$ cat src/rtl/max6951_rx_pkg.sv
// Shared constants for the MAX6951 receive-side mirror: register map, reset values,
// FSM state encoding and the hex font used by the optional segment decoder.
package max6951_pkg;

  localparam logic [7:0] ADDR_DECODE    = 8'h01;
  localparam logic [7:0] ADDR_INTENSITY = 8'h02;
  localparam logic [7:0] ADDR_SCAN      = 8'h03;
  localparam logic [7:0] ADDR_CONFIG    = 8'h04;
  // Digit registers live at 0x20-0x27 and 0x60-0x67; addr[2:0] picks the digit.
  localparam logic [4:0] DIGIT_BANK_A   = 5'b00100;
  localparam logic [4:0] DIGIT_BANK_B   = 5'b01100;

  localparam logic [4:0] FRAME_BITS     = 5'd16;
  localparam logic [4:0] CNT_SAT        = 5'd17;
  localparam logic [7:0] REG_RST        = 8'h00;

  typedef enum logic [1:0] {
    ST_IDLE  = 2'd0,
    ST_SHIFT = 2'd1,
    ST_CHECK = 2'd2
  } state_t;

  // Segment bits {a,b,c,d,e,f,g}; entry 0 in the low 7 bits.
  localparam logic [16*7-1:0] HEX_FONT = {
    7'h47, 7'h4F, 7'h3D, 7'h4E, 7'h1F, 7'h77, 7'h7B, 7'h7F,
    7'h70, 7'h5F, 7'h5B, 7'h33, 7'h79, 7'h6D, 7'h30, 7'h7E
  };

  function automatic logic [6:0] hex_font(input logic [3:0] nib);
    return HEX_FONT[nib*7 +: 7];
  endfunction

endpackage

$ cat src/rtl/max6951_rx_if.sv
// Serial bus of the MAX6951 3-wire interface as seen between display driver and receiver.
// Framing: DI_nCS low opens a frame, DI_DTA is sampled on each DI_CKS rising edge
// (MSB first), and DI_nCS returning high closes it; there is no back-pressure.
interface max6951_rx_if;
  logic DI_nCS;
  logic DI_DTA;
  logic DI_CKS;

  modport master (output DI_nCS, output DI_DTA, output DI_CKS);
  modport slave  (input  DI_nCS, input  DI_DTA, input  DI_CKS);
endinterface

$ cat src/rtl/max6951_rx_sync.sv
// Multi-stage synchroniser for nCS/DTA/CKS plus CKS rising-edge detect on the
// synchronised domain. SYNC_STAGES must be at least 2.
module max6951_rx_sync #(
  parameter int SYNC_STAGES = 2
) (
  input  logic clk,
  input  logic reset,
  input  logic i_ncs,
  input  logic i_dta,
  input  logic i_cks,
  output logic o_ncs,
  output logic o_dta,
  output logic o_cks_rise
);

  logic [SYNC_STAGES-1:0] r_ncs;
  logic [SYNC_STAGES-1:0] r_dta;
  logic [SYNC_STAGES-1:0] r_cks;
  logic                   r_cks_prev;

  // nCS resets to the idle (deselected) level so reset itself never opens a frame.
  always_ff @(posedge clk) begin
    if (reset) begin
      r_ncs      <= '1;
      r_dta      <= '0;
      r_cks      <= '0;
      r_cks_prev <= 1'b0;
    end else begin
      r_ncs      <= {r_ncs[SYNC_STAGES-2:0], i_ncs};
      r_dta      <= {r_dta[SYNC_STAGES-2:0], i_dta};
      r_cks      <= {r_cks[SYNC_STAGES-2:0], i_cks};
      r_cks_prev <= r_cks[SYNC_STAGES-1];
    end
  end

  assign o_ncs      = r_ncs[SYNC_STAGES-1];
  assign o_dta      = r_dta[SYNC_STAGES-1];
  assign o_cks_rise = r_cks[SYNC_STAGES-1] & ~r_cks_prev;

endmodule

$ cat src/rtl/max6951_rx.sv
// MAX6951 receiver: deserialises 16-bit frames and mirrors the display registers.
// Optional segment decoder enabled by defining MAX6951_RX_SEGDEC_EN.
module max6951_rx
  import max6951_pkg::*;
#(
  parameter int SYNC_STAGES = 2
) (
  input  logic         clk,
  input  logic         reset,
  max6951_rx_if.slave  bus,
  output logic [31:0]  digits,
  output logic [7:0]   dps,
  output logic [7:0]   decode_mode,
  output logic [3:0]   intensity,
  output logic [2:0]   scan_limit,
  output logic [7:0]   config_out,  // "config" is a reserved word
  output logic         frame_valid,
  output logic         frame_err,
  output logic [7:0]   frame_addr,
  output logic [7:0]   frame_data,
  output logic [63:0]  segments,
  output state_t       dbg_state
);

  logic w_ncs, w_dta, w_cks_rise;

  max6951_rx_sync #(.SYNC_STAGES(SYNC_STAGES)) u_sync (
    .clk        (clk),
    .reset      (reset),
    .i_ncs      (bus.DI_nCS),
    .i_dta      (bus.DI_DTA),
    .i_cks      (bus.DI_CKS),
    .o_ncs      (w_ncs),
    .o_dta      (w_dta),
    .o_cks_rise (w_cks_rise)
  );

  state_t      r_state, w_next;
  logic [15:0] r_shift;
  logic [4:0]  r_cnt;
  logic        w_commit, w_err;
  logic [7:0]  w_addr, w_data;

  logic [7:0]  r_digit [8];
  logic [7:0]  r_decode, r_config, r_faddr, r_fdata;
  logic [3:0]  r_intensity;
  logic [2:0]  r_scan;
  logic        r_fv, r_fe;

  always_ff @(posedge clk) begin
    if (reset) r_state <= ST_IDLE;
    else       r_state <= w_next;
  end

  always_comb begin
    w_next   = r_state;
    w_commit = 1'b0;
    w_err    = 1'b0;
    unique case (r_state)
      ST_IDLE:  if (!w_ncs) w_next = ST_SHIFT;
      ST_SHIFT: if (w_ncs)  w_next = ST_CHECK;
      ST_CHECK: begin
        w_next   = ST_IDLE;
        w_commit = (r_cnt == FRAME_BITS);
        w_err    = (r_cnt != FRAME_BITS) && (r_cnt != 5'd0);
      end
      default:  w_next = ST_IDLE;
    endcase
  end

  assign w_addr = r_shift[15:8];
  assign w_data = r_shift[7:0];

  // A CKS edge coinciding with nCS rising is still shifted before CHECK counts it.
  always_ff @(posedge clk) begin
    if (reset) begin
      r_shift     <= '0;
      r_cnt       <= '0;
      r_fv        <= 1'b0;
      r_fe        <= 1'b0;
      r_faddr     <= REG_RST;
      r_fdata     <= REG_RST;
      r_decode    <= REG_RST;
      r_config    <= REG_RST;
      r_intensity <= '0;
      r_scan      <= '0;
      for (int i = 0; i < 8; i++) r_digit[i] <= REG_RST;
    end else begin
      r_fv <= w_commit;
      r_fe <= w_err;
      if (r_state == ST_IDLE) begin
        r_shift <= '0;
        r_cnt   <= '0;
      end else if (r_state == ST_SHIFT && w_cks_rise) begin
        r_shift <= {r_shift[14:0], w_dta};
        if (r_cnt != CNT_SAT) r_cnt <= r_cnt + 5'd1;
      end
      if (w_commit) begin
        r_faddr <= w_addr;
        r_fdata <= w_data;
        case (w_addr)
          ADDR_DECODE:    r_decode    <= w_data;
          ADDR_INTENSITY: r_intensity <= w_data[3:0];
          ADDR_SCAN:      r_scan      <= w_data[2:0];
          ADDR_CONFIG:    r_config    <= w_data;
          default: begin
            if (w_addr[7:3] == DIGIT_BANK_A || w_addr[7:3] == DIGIT_BANK_B)
              r_digit[w_addr[2:0]] <= w_data;
          end
        endcase
      end
    end
  end

  always_comb begin
    digits = '0;
    dps    = '0;
    for (int i = 0; i < 8; i++) begin
      digits[31-4*i -: 4] = r_digit[i][3:0];
      dps[7-i]            = r_digit[i][7];
    end
  end

`ifdef MAX6951_RX_SEGDEC_EN
  logic [63:0] r_seg;

  // decode_mode bit i selects font decoding for digit register 0x60+i.
  always_ff @(posedge clk) begin
    if (reset) begin
      r_seg <= '0;
    end else begin
      for (int i = 0; i < 8; i++) begin
        if (r_decode[i]) r_seg[63-8*i -: 8] <= {r_digit[i][7], hex_font(r_digit[i][3:0])};
        else             r_seg[63-8*i -: 8] <= r_digit[i];
      end
    end
  end

  assign segments = r_seg;
`else
  assign segments = '0;
`endif

  assign decode_mode = r_decode;
  assign intensity   = r_intensity;
  assign scan_limit  = r_scan;
  assign config_out  = r_config;
  assign frame_valid = r_fv;
  assign frame_err   = r_fe;
  assign frame_addr  = r_faddr;
  assign frame_data  = r_fdata;
  assign dbg_state   = r_state;

endmodule
$ cat src/flat_wrapper.sv
// flat-port wrapper written by rule: the top's interface ports become plain ports
module max6951_rx_flat import max6951_pkg::*;
#(
  parameter int SYNC_STAGES = 2
)
  (clk, reset, digits, dps, decode_mode, intensity, scan_limit, config_out, frame_valid, frame_err, frame_addr, frame_data, segments, dbg_state, bus_DI_nCS, bus_DI_DTA, bus_DI_CKS);
  max6951_rx_if bus_i ();
  input  logic clk;
  input  logic reset;
  output logic [31:0] digits;
  output logic [7:0] dps;
  output logic [7:0] decode_mode;
  output logic [3:0] intensity;
  output logic [2:0] scan_limit;
  output logic [7:0] config_out;
  output logic frame_valid;
  output logic frame_err;
  output logic [7:0] frame_addr;
  output logic [7:0] frame_data;
  output logic [63:0] segments;
  output state_t dbg_state;
  input wire logic [$bits(bus_i.DI_nCS)-1:0] bus_DI_nCS;
  input wire logic [$bits(bus_i.DI_DTA)-1:0] bus_DI_DTA;
  input wire logic [$bits(bus_i.DI_CKS)-1:0] bus_DI_CKS;
  assign bus_i.DI_nCS = bus_DI_nCS;
  assign bus_i.DI_DTA = bus_DI_DTA;
  assign bus_i.DI_CKS = bus_DI_CKS;
  max6951_rx #(.SYNC_STAGES(SYNC_STAGES)) u_core (.clk(clk), .reset(reset), .bus(bus_i), .digits(digits), .dps(dps), .decode_mode(decode_mode), .intensity(intensity), .scan_limit(scan_limit), .config_out(config_out), .frame_valid(frame_valid), .frame_err(frame_err), .frame_addr(frame_addr), .frame_data(frame_data), .segments(segments), .dbg_state(dbg_state));
endmodule
$ cat config.mk
export PLATFORM = sky130hd
export DESIGN_NAME = max6951_rx_flat
export DESIGN_NICKNAME = d
export VERILOG_FILES = /design/src/rtl/max6951_rx_pkg.sv /design/src/rtl/max6951_rx_if.sv /design/src/rtl/max6951_rx_sync.sv /design/src/rtl/max6951_rx.sv /design/src/flat_wrapper.sv
export SDC_FILE = /design/constraint.sdc
export NUM_CORES = 1
export LEC_CHECK = 0
export BUFFER_PORTS_ARGS = -buffer_cell sky130_fd_sc_hd__buf_2
export CELL_PAD_IN_SITES_DETAIL_PLACEMENT = 1
export CELL_PAD_IN_SITES_GLOBAL_PLACEMENT = 2
export CORE_MARGIN = 5
export CORE_UTILIZATION = 30
export DETAILED_ROUTE_END_ITERATION = 10
export GPL_TIMING_DRIVEN = 1
export PLACE_DENSITY_LB_ADDON = 0.1
export SKIP_CTS_REPAIR_TIMING = 1
export SYNTH_ARGS = -nofsm -noshare
export SYNTH_HDL_FRONTEND = slang
export SYNTH_SLANG_ARGS = --single-unit
$ cat constraint.sdc
create_clock -name clk -period 2.4 [get_ports clk]
set_clock_uncertainty 0.2 [all_clocks]
set_input_delay 0.36 -clock clk [delete_from_list [all_inputs] [get_ports clk]]
set_output_delay 0.36 -clock clk [all_outputs]
set_load 0.02 [all_outputs]
==> results of run 1 <==
[how the worst max path moves through the flow]
stage / from / endpoint / slack, ns / cells past startpoint
floorplan: u_core.dbg_state[1] / u_core.r_digit[0][0] / 0.36 / 5
global route: u_core.dbg_state[1] / u_core.r_digit[4][7] / 0.14 / 3
finish: u_core.r_cnt[0] / u_core.r_digit[4][7] / 0.28 / 6
CTS: u_core.r_cnt[0] / u_core.r_digit[4][7] / 0.27 / 6
global placement: reset / u_core.r_digit[2][2] / 0.27 / 5
detailed placement: reset / u_core.r_digit[4][3] / 0.27 / 4
[flip-flops by register name (all words and copies together), names as in the netlist]
| signal | count |
|---|---|
| u_core.r_cnt | 5 |
| u_core.frame_data | 8 |
| u_core.dbg_state | 2 |
| u_core.intensity | 4 |
| u_core.frame_addr | 8 |
| u_core.u_sync.r_cks | 2 |
| u_core.u_sync.r_ncs | 2 |
| u_core.config_out | 8 |
| u_core.decode_mode | 8 |
| u_core.frame_err | 1 |
| u_core.u_sync.r_dta | 2 |
| u_core.frame_valid | 1 |
| u_core.r_shift | 16 |
| u_core.r_digit | 40 |
| u_core.u_sync.r_cks_prev | 1 |
| u_core.scan_limit | 3 |
[metal layers]
metal / vias up / GRT usage / part of all wire
met4: 0 / 0.0494 / 0.017
met2: 120 / 0.218 / 0.47
met1: 1640 / 0.168 / 0.45
li1: 1666 / - / -
met5: - / 0 / 0
met3: 11 / 0.0317 / 0.058
[cells by family (layout without fill, tap and decap cells)]
kind of cell,after synthesis,in the layout,share of synthesized area
AO/OA/AOI/OAI,60,60,0.0649
adder cells (fa/ha/maj),3,3,0.00755
buffers and inverters,95,123,0.126
flip-flops,111,111,0.528
multiplexers,25,25,0.0503
other,1,64,0.000754
AND/OR/NAND/NOR,181,181,0.223
[power breakdown]
group | leakage (µW) | switching (µW) | internal (µW) | total (µW)
combinational | 0.00122 | 191 | 48.8 | 240
clock | 0.000128 | 659 | 708 | 1370
sequential | 0.000953 | 11.7 | 1980 | 1990
[cells in the final DEF (no fill, tap or decap), types with 2 or more instances in the layout]
cell,count
o21ai_0,19
clkbuf_16,9
nand2_1,40
nand2b_1,34
edfxtp_1,40
clkinv_2,2
nor4_4,2
nand4_1,4
nor3_1,4
nor2b_1,5
a31o_2,4
ha_1,3
buf_2,87
mux2i_1,25
nor4bb_1,3
nor2_1,21
or2_2,6
nand4bb_1,2
buf_4,16
nor4b_4,3
dfxtp_1,71
conb_1,64
clkbuf_1,4
a21oi_1,35
nor4_1,2
and2_1,20
nand3_1,22
inv_1,3
[layout make-up]
class / instances / share of cell area
flip-flops and latches: 111 / 0.459
multi-input cells: 333 / 0.347
repair buffers: 104 / 0.0989
well taps: 220 / 0.0482
clock buffers: 13 / 0.0420
clock inverters: 3 / 0.00328
inverters: 3 / 0.00197
[per-stage QoR]
stage	cell area (µm²)	setup WS (ns)	power (µW)	cells	hold WS, ns
after floorplan	5210	0.356	2300	539	0.189
after CTS	5710	0.273	3660	786	-0.0294
final	5720	0.276	3600	787	0.0276
after detailed placement	5450	0.267	2280	770	0.202
after global routing	5720	0.143	3750	787	0.0322
after global placement	5450	0.267	2270	770	0.197
==> metrics.md, run 1 <==
| Metric | Value |
|---|---|
| Die W | `between 100 and 150 µm` |
| Multi-input gate area | `slightly below 2000 µm²` |
| Synth Flop Type | `dfxtp_1` |
| CP Class | `reg -> reg` |
| Fillers | `1,897` |
| First-pass GRT wire length | `20.4 mm` |
| Critical Path, Cell by Cell | `inv_1 -> ha_1 -> nand4bb_2 -> buf_4 -> nor4b_4 -> or2_2` |
| Max incr delay on CP | `between 0.3 and 0.4 ns` |
| Max Fclk | `roughly 470 MHz` |
| Top cell type's share of synthesized area | `0.286` |
| Nets@finish | `570` |
| # DRC | `0` |
| Aggregate global-route resource usage | `0.132` |
| WL/cell | `~16 µm` |
| H-Tree Depth | `3` |
| Pleak | `0.00230 µW` |
| Hold path depth | `2` |
| Clock Tree Buf Depth | `2` |
| Status | `complete, no violations` |
| Reg area | `2620 µm²` |
| Bufs and invs on worst path | `2` |
| Initial antenna violation count | `0` |
| Hpwl dp | `roughly 9.4 mm` |
| Worst-margin pin slew | `approximately 0.65 ns` |
| Antenna diode instance count | `0` |
| Die H | `roughly 140 µm` |
| CP required | `2.25 ns` |
| Crit Reg-Reg Endpoint | `u_core.r_digit[4][7]` |
| Num ports | `about 150` |
| RSZ-0062 raised after global routing | `no` |
| Critical Path Source Type | `flip-flop` |
| Slowest cell on the critical path | `nor4b_4` |
| GP Congestion | `0.773` |
| Area contributors post-synth | `dfxtp_1, edfxtp_1, buf_4` |
| Avg Cell Area, Syn | `roughly 10 µm²` |
| Fraction of registers with async set/reset | `0` |
| Arr. time, crit path | `1.98 ns` |
| HP Start | `bus_DI_DTA` |
| DR iter-0 viols | `174` |
| WHS Endpoint | `u_core.u_sync.r_dta[0]` |
| DRT Pass-1 Iters | `4` |
| Setup-failing EPs final | `0` |
| Vias in the first global route | `about 3.6k` |
| DR vias | `between 3k and 4k` |
| Gate Count Post-Synth | `476` |
| Min cycle time layout | `2.12 ns` |
| YS warnings | `0` |
| GRT overflow | `0` |
| Flop-to-flop setup slack | `0.28 ns` |
| Fraction of layout instances using a drive strength above 1 | `0.245` |
| Clk root buf | `clkbuf_16` |
| Hold Crit Class | `in -> reg` |
| Worst setup EP type | `flip-flop` |
| Synth Register Bits | `between 100 and 150` |
| Fin. max-slew vios | `0` |
| Fin crit share | `0.885` |
| Setup TNS | `0 ns` |
| Max-cap viol count | `0` |
| Power Dens Cells | `630 nW/µm²` |
| Delay-heaviest family, CP | `simple AND/OR/NAND/NOR gates` |
| Routed WL | `~13 mm` |
| Max_slew headroom | `0.560` |
| Clock slew at reported path FFs | `~0.070 ns` |
| Total core area | `around 16,000 µm²` |
| Row count | `47` |
| Die outline area | `between 15,000 and 20,000 µm²` |
| Final core occ | `0.348` |
| Layout area overhead | `15.0%` |
| Worst-Skew Late Latency | `~0.35 ns` |
| IO Port Bufs | `between 80 and 90` |
| CTS tree | `yes` |
| VDD IR max | `347 µV` |
| Yosys top cell by area | `dfxtp_1` |
| Total CTS buffers | `9` |
| Largest net degree at the start of global routing | `48` |
| EDFF count, synth | `40` |
| Clk sinks | `about 110` |
| Reg2Reg Depth | `6` |
| Unique masters post-synth | `40` |
| Crit path max fanout | `22` |
| Initial Util | `0.303` |
| Synth top cells by count | `dfxtp_1, buf_4, edfxtp_1, nand2_1, a21oi_1` |
| Most frequent cell after synthesis | `dfxtp_1` |
| Post-Syn Area | `a little under 5000 µm²` |
| Reg2reg start | `u_core.r_cnt[0]` |
| Via density | `4.37` |
| Final ANT Viol Nets | `0` |
| Fin. Hold Viols | `0` |
| Register area share after synthesis | `0.528` |
(Power assumes the default switching activity.)
==> run 2, diff against run 1 <==
--- a/config.mk
+++ b/config.mk
@@ -13,6 +13,7 @@
 export DETAILED_ROUTE_END_ITERATION = 10
 export GPL_TIMING_DRIVEN = 1
 export PLACE_DENSITY_LB_ADDON = 0.1
+export REMOVE_ABC_BUFFERS = 1
 export SKIP_CTS_REPAIR_TIMING = 1
 export SYNTH_ARGS = -nofsm -noshare
 export SYNTH_HDL_FRONTEND = slang
==> run 2 against run 1 <==
  * Core utilization increased by 0.47 points
  * Die area unchanged
  * Hold slack got worse by 0.0081 ns
  * Wire length decreased by 2.4%
  * Count of clock-buffer cells in the layout decreased by 3
  * Combinational power about the same
  * Global-route usage decreased by 0.093 points
  * Register-to-register slack improved by 0.02 ns
  * Sequential power about the same
  * Design area increased by 1.4%
  * Critical endpoint is now u_core.config_out[6]
==> metrics.md, run 2 (synthesis gave the netlist of run 1 again) <==
| Metric | Value |
|---|---|
| Status | `complete, no violations` |
| CP dominant cell by count | `buf_4` |
| Routed WL | `approximately 12 mm` |
| Hold Crit Class | `in -> reg` |
| Arr. time, crit path | `~2.2 ns` |
| Critical Path, Cell by Cell | `inv_1 -> ha_1 -> nor4bb_4 -> buf_4 -> and4_1 -> buf_4 -> mux2i_1` |
| Worst-margin pin slew | `0.563 ns` |
| Max incr delay on CP | `~0.36 ns` |
| Final core occ | `0.353` |
| GRT overflow | `0` |
| Antenna diode instance count | `0` |
| Largest regs | `u_core.r_digit (40), u_core.r_shift (16)` |
| Worst-Skew Late Latency | `0.35 ns` |
| First-pass GRT wire length | `around 20 mm` |
| Total core area | `16,400 µm²` |
| WL/cell | `15.8 µm` |
| Leading cell type in the layout, fill and taps excluded | `buf_2` |
| Flop-to-flop setup slack | `~0.30 ns` |
| Multi-input gate area | `approximately 2000 µm²` |
| Slowest cell on the critical path | `dfxtp_1` |
| VDD IR max | `about 300 µV` |
| CP required | `about 2.5 ns` |
| Via density | `4.33` |
| Nets@finish | `574` |
| DRT Pass-1 Iters | `4` |
| DR iter-0 viols | `around 170` |
| Initial antenna violation count | `0` |
| H-Tree Depth | `3` |
| Crit path max fanout | `10` |
| Die H | `between 100 and 150 µm` |
| Max_slew headroom | `0.624` |
| Largest net degree at the start of global routing | `49` |
| Fraction of layout instances using a drive strength above 1 | `0.257` |
| Fin. max-slew vios | `0` |
| Min cycle time layout | `roughly 2.1 ns` |
| Worst setup EP type | `flip-flop` |
| CTS tree | `yes` |
| Clock Tree Buf Depth | `2` |
| Die outline area | `19,200 µm²` |
| Aggregate global-route resource usage | `0.131` |
| RSZ-0062 raised after global routing | `no` |
| CP Class | `reg -> reg` |
| Fin. Hold Viols | `0` |
| GP Congestion | `around 0.7` |
| IO Port Bufs | `87` |
| Most frequent cells in the layout | `buf_2, dfxtp_1, conb_1` |
| # placed instances | `774` |
| Pleak | `~0.0023 µW` |
| Clk root buf | `clkbuf_16` |
| Total CTS buffers | `9` |
| Fin crit share | `0.875` |
| Vias in the first global route | `3,587` |
| Final Instance Count excl. Fillers | `around 800` |
| # DRC | `0` |
| Layout area overhead | `16.5%` |
| Max reg flops | `40` |
| Power Dens Cells | `between 600 and 700 nW/µm²` |
| Max-cap viol count | `0` |
| Initial Util | `0.303` |
| Die W | `between 100 and 150 µm` |
| Final ANT Viol Nets | `0` |
| Hpwl dp | `roughly 9.1 mm` |
| Row count | `47` |
| Max Fclk | `476 MHz` |
| DR vias | `about 3.4k` |
| Clk sinks | `around 110` |
| Reg area | `2620 µm²` |
| Critical Path Source Type | `flip-flop` |
| Clock slew at reported path FFs | `approximately 0.080 ns` |
| Top reg by flops | `u_core.r_digit` |
| Setup-failing EPs final | `0` |
| Fillers | `1,906` |
| Num ports | `around 150` |
[run 2: through the flow]
stage | hold WS (ns) | setup WS (ns) | setup TNS, ns | total power (µW) | instance area, µm²
final | 0.0195 | 0.300 | 0 | 3770 | 5790
after global routing | 0.0399 | 0.102 | 0 | 3910 | 5790
after CTS | -0.0298 | 0.253 | 0 | 3820 | 5780
after detailed placement | 0.202 | 0.232 | 0 | 2280 | 5490
after global placement | 0.197 | 0.292 | 0 | 2270 | 5490
after floorplan | 0.189 | -1.27 | -59.46 | 2210 | 4590
[run 2: routing by layer]
| layer | vias to the layer above | track usage | routed length (µm) |
|---|---|---|---|
| li1 | 1674 | - | - |
| met1 | 1633 | 0.169 | 5710 |
| met2 | 108 | 0.217 | 5890 |
| met3 | 12 | 0.0314 | 713 |
| met4 | 0 | 0.0433 | 172 |
| met5 | - | 0 | 0 |
[run 2: layout make-up]
class	count	share of cell area
clock inverters	6	0.0102
flip-flops and latches	111	0.453
inverters	3	0.00194
clock buffers	10	0.0413
multi-input cells	333	0.344
well taps	220	0.0475
repair buffers	108	0.103
[run 2: report_power, final]
group          leakage, µW  internal (µW)  switching, µW
Combinational      0.00124           49.6            192
Clock             0.000152            836            697
Sequential        0.000953           1980           10.6
Total              0.00234           2870            899
[run 2: path summary, 6_finish.rpt]
path | startpoint | endpoint | cells past startpoint
max reg2reg | u_core.r_cnt[0] | u_core.config_out[6] | 7
min reg2reg | u_core.u_sync.r_ncs[1] | u_core.dbg_state[0] | 1
max | u_core.r_cnt[0] | u_core.config_out[6] | 7
min | bus_DI_CKS | u_core.u_sync.r_cks[0] | 2
[run 2: worst max-delay path: cells and delay by family (launching register included)]
kind | cells | cell delay (ns)
multiplexers | 1 | 0.22
adder cells (fa/ha/maj) | 1 | 0.20
buffers and inverters | 3 | 0.53
AND/OR/NAND/NOR | 2 | 0.53
flip-flops | 1 | 0.36
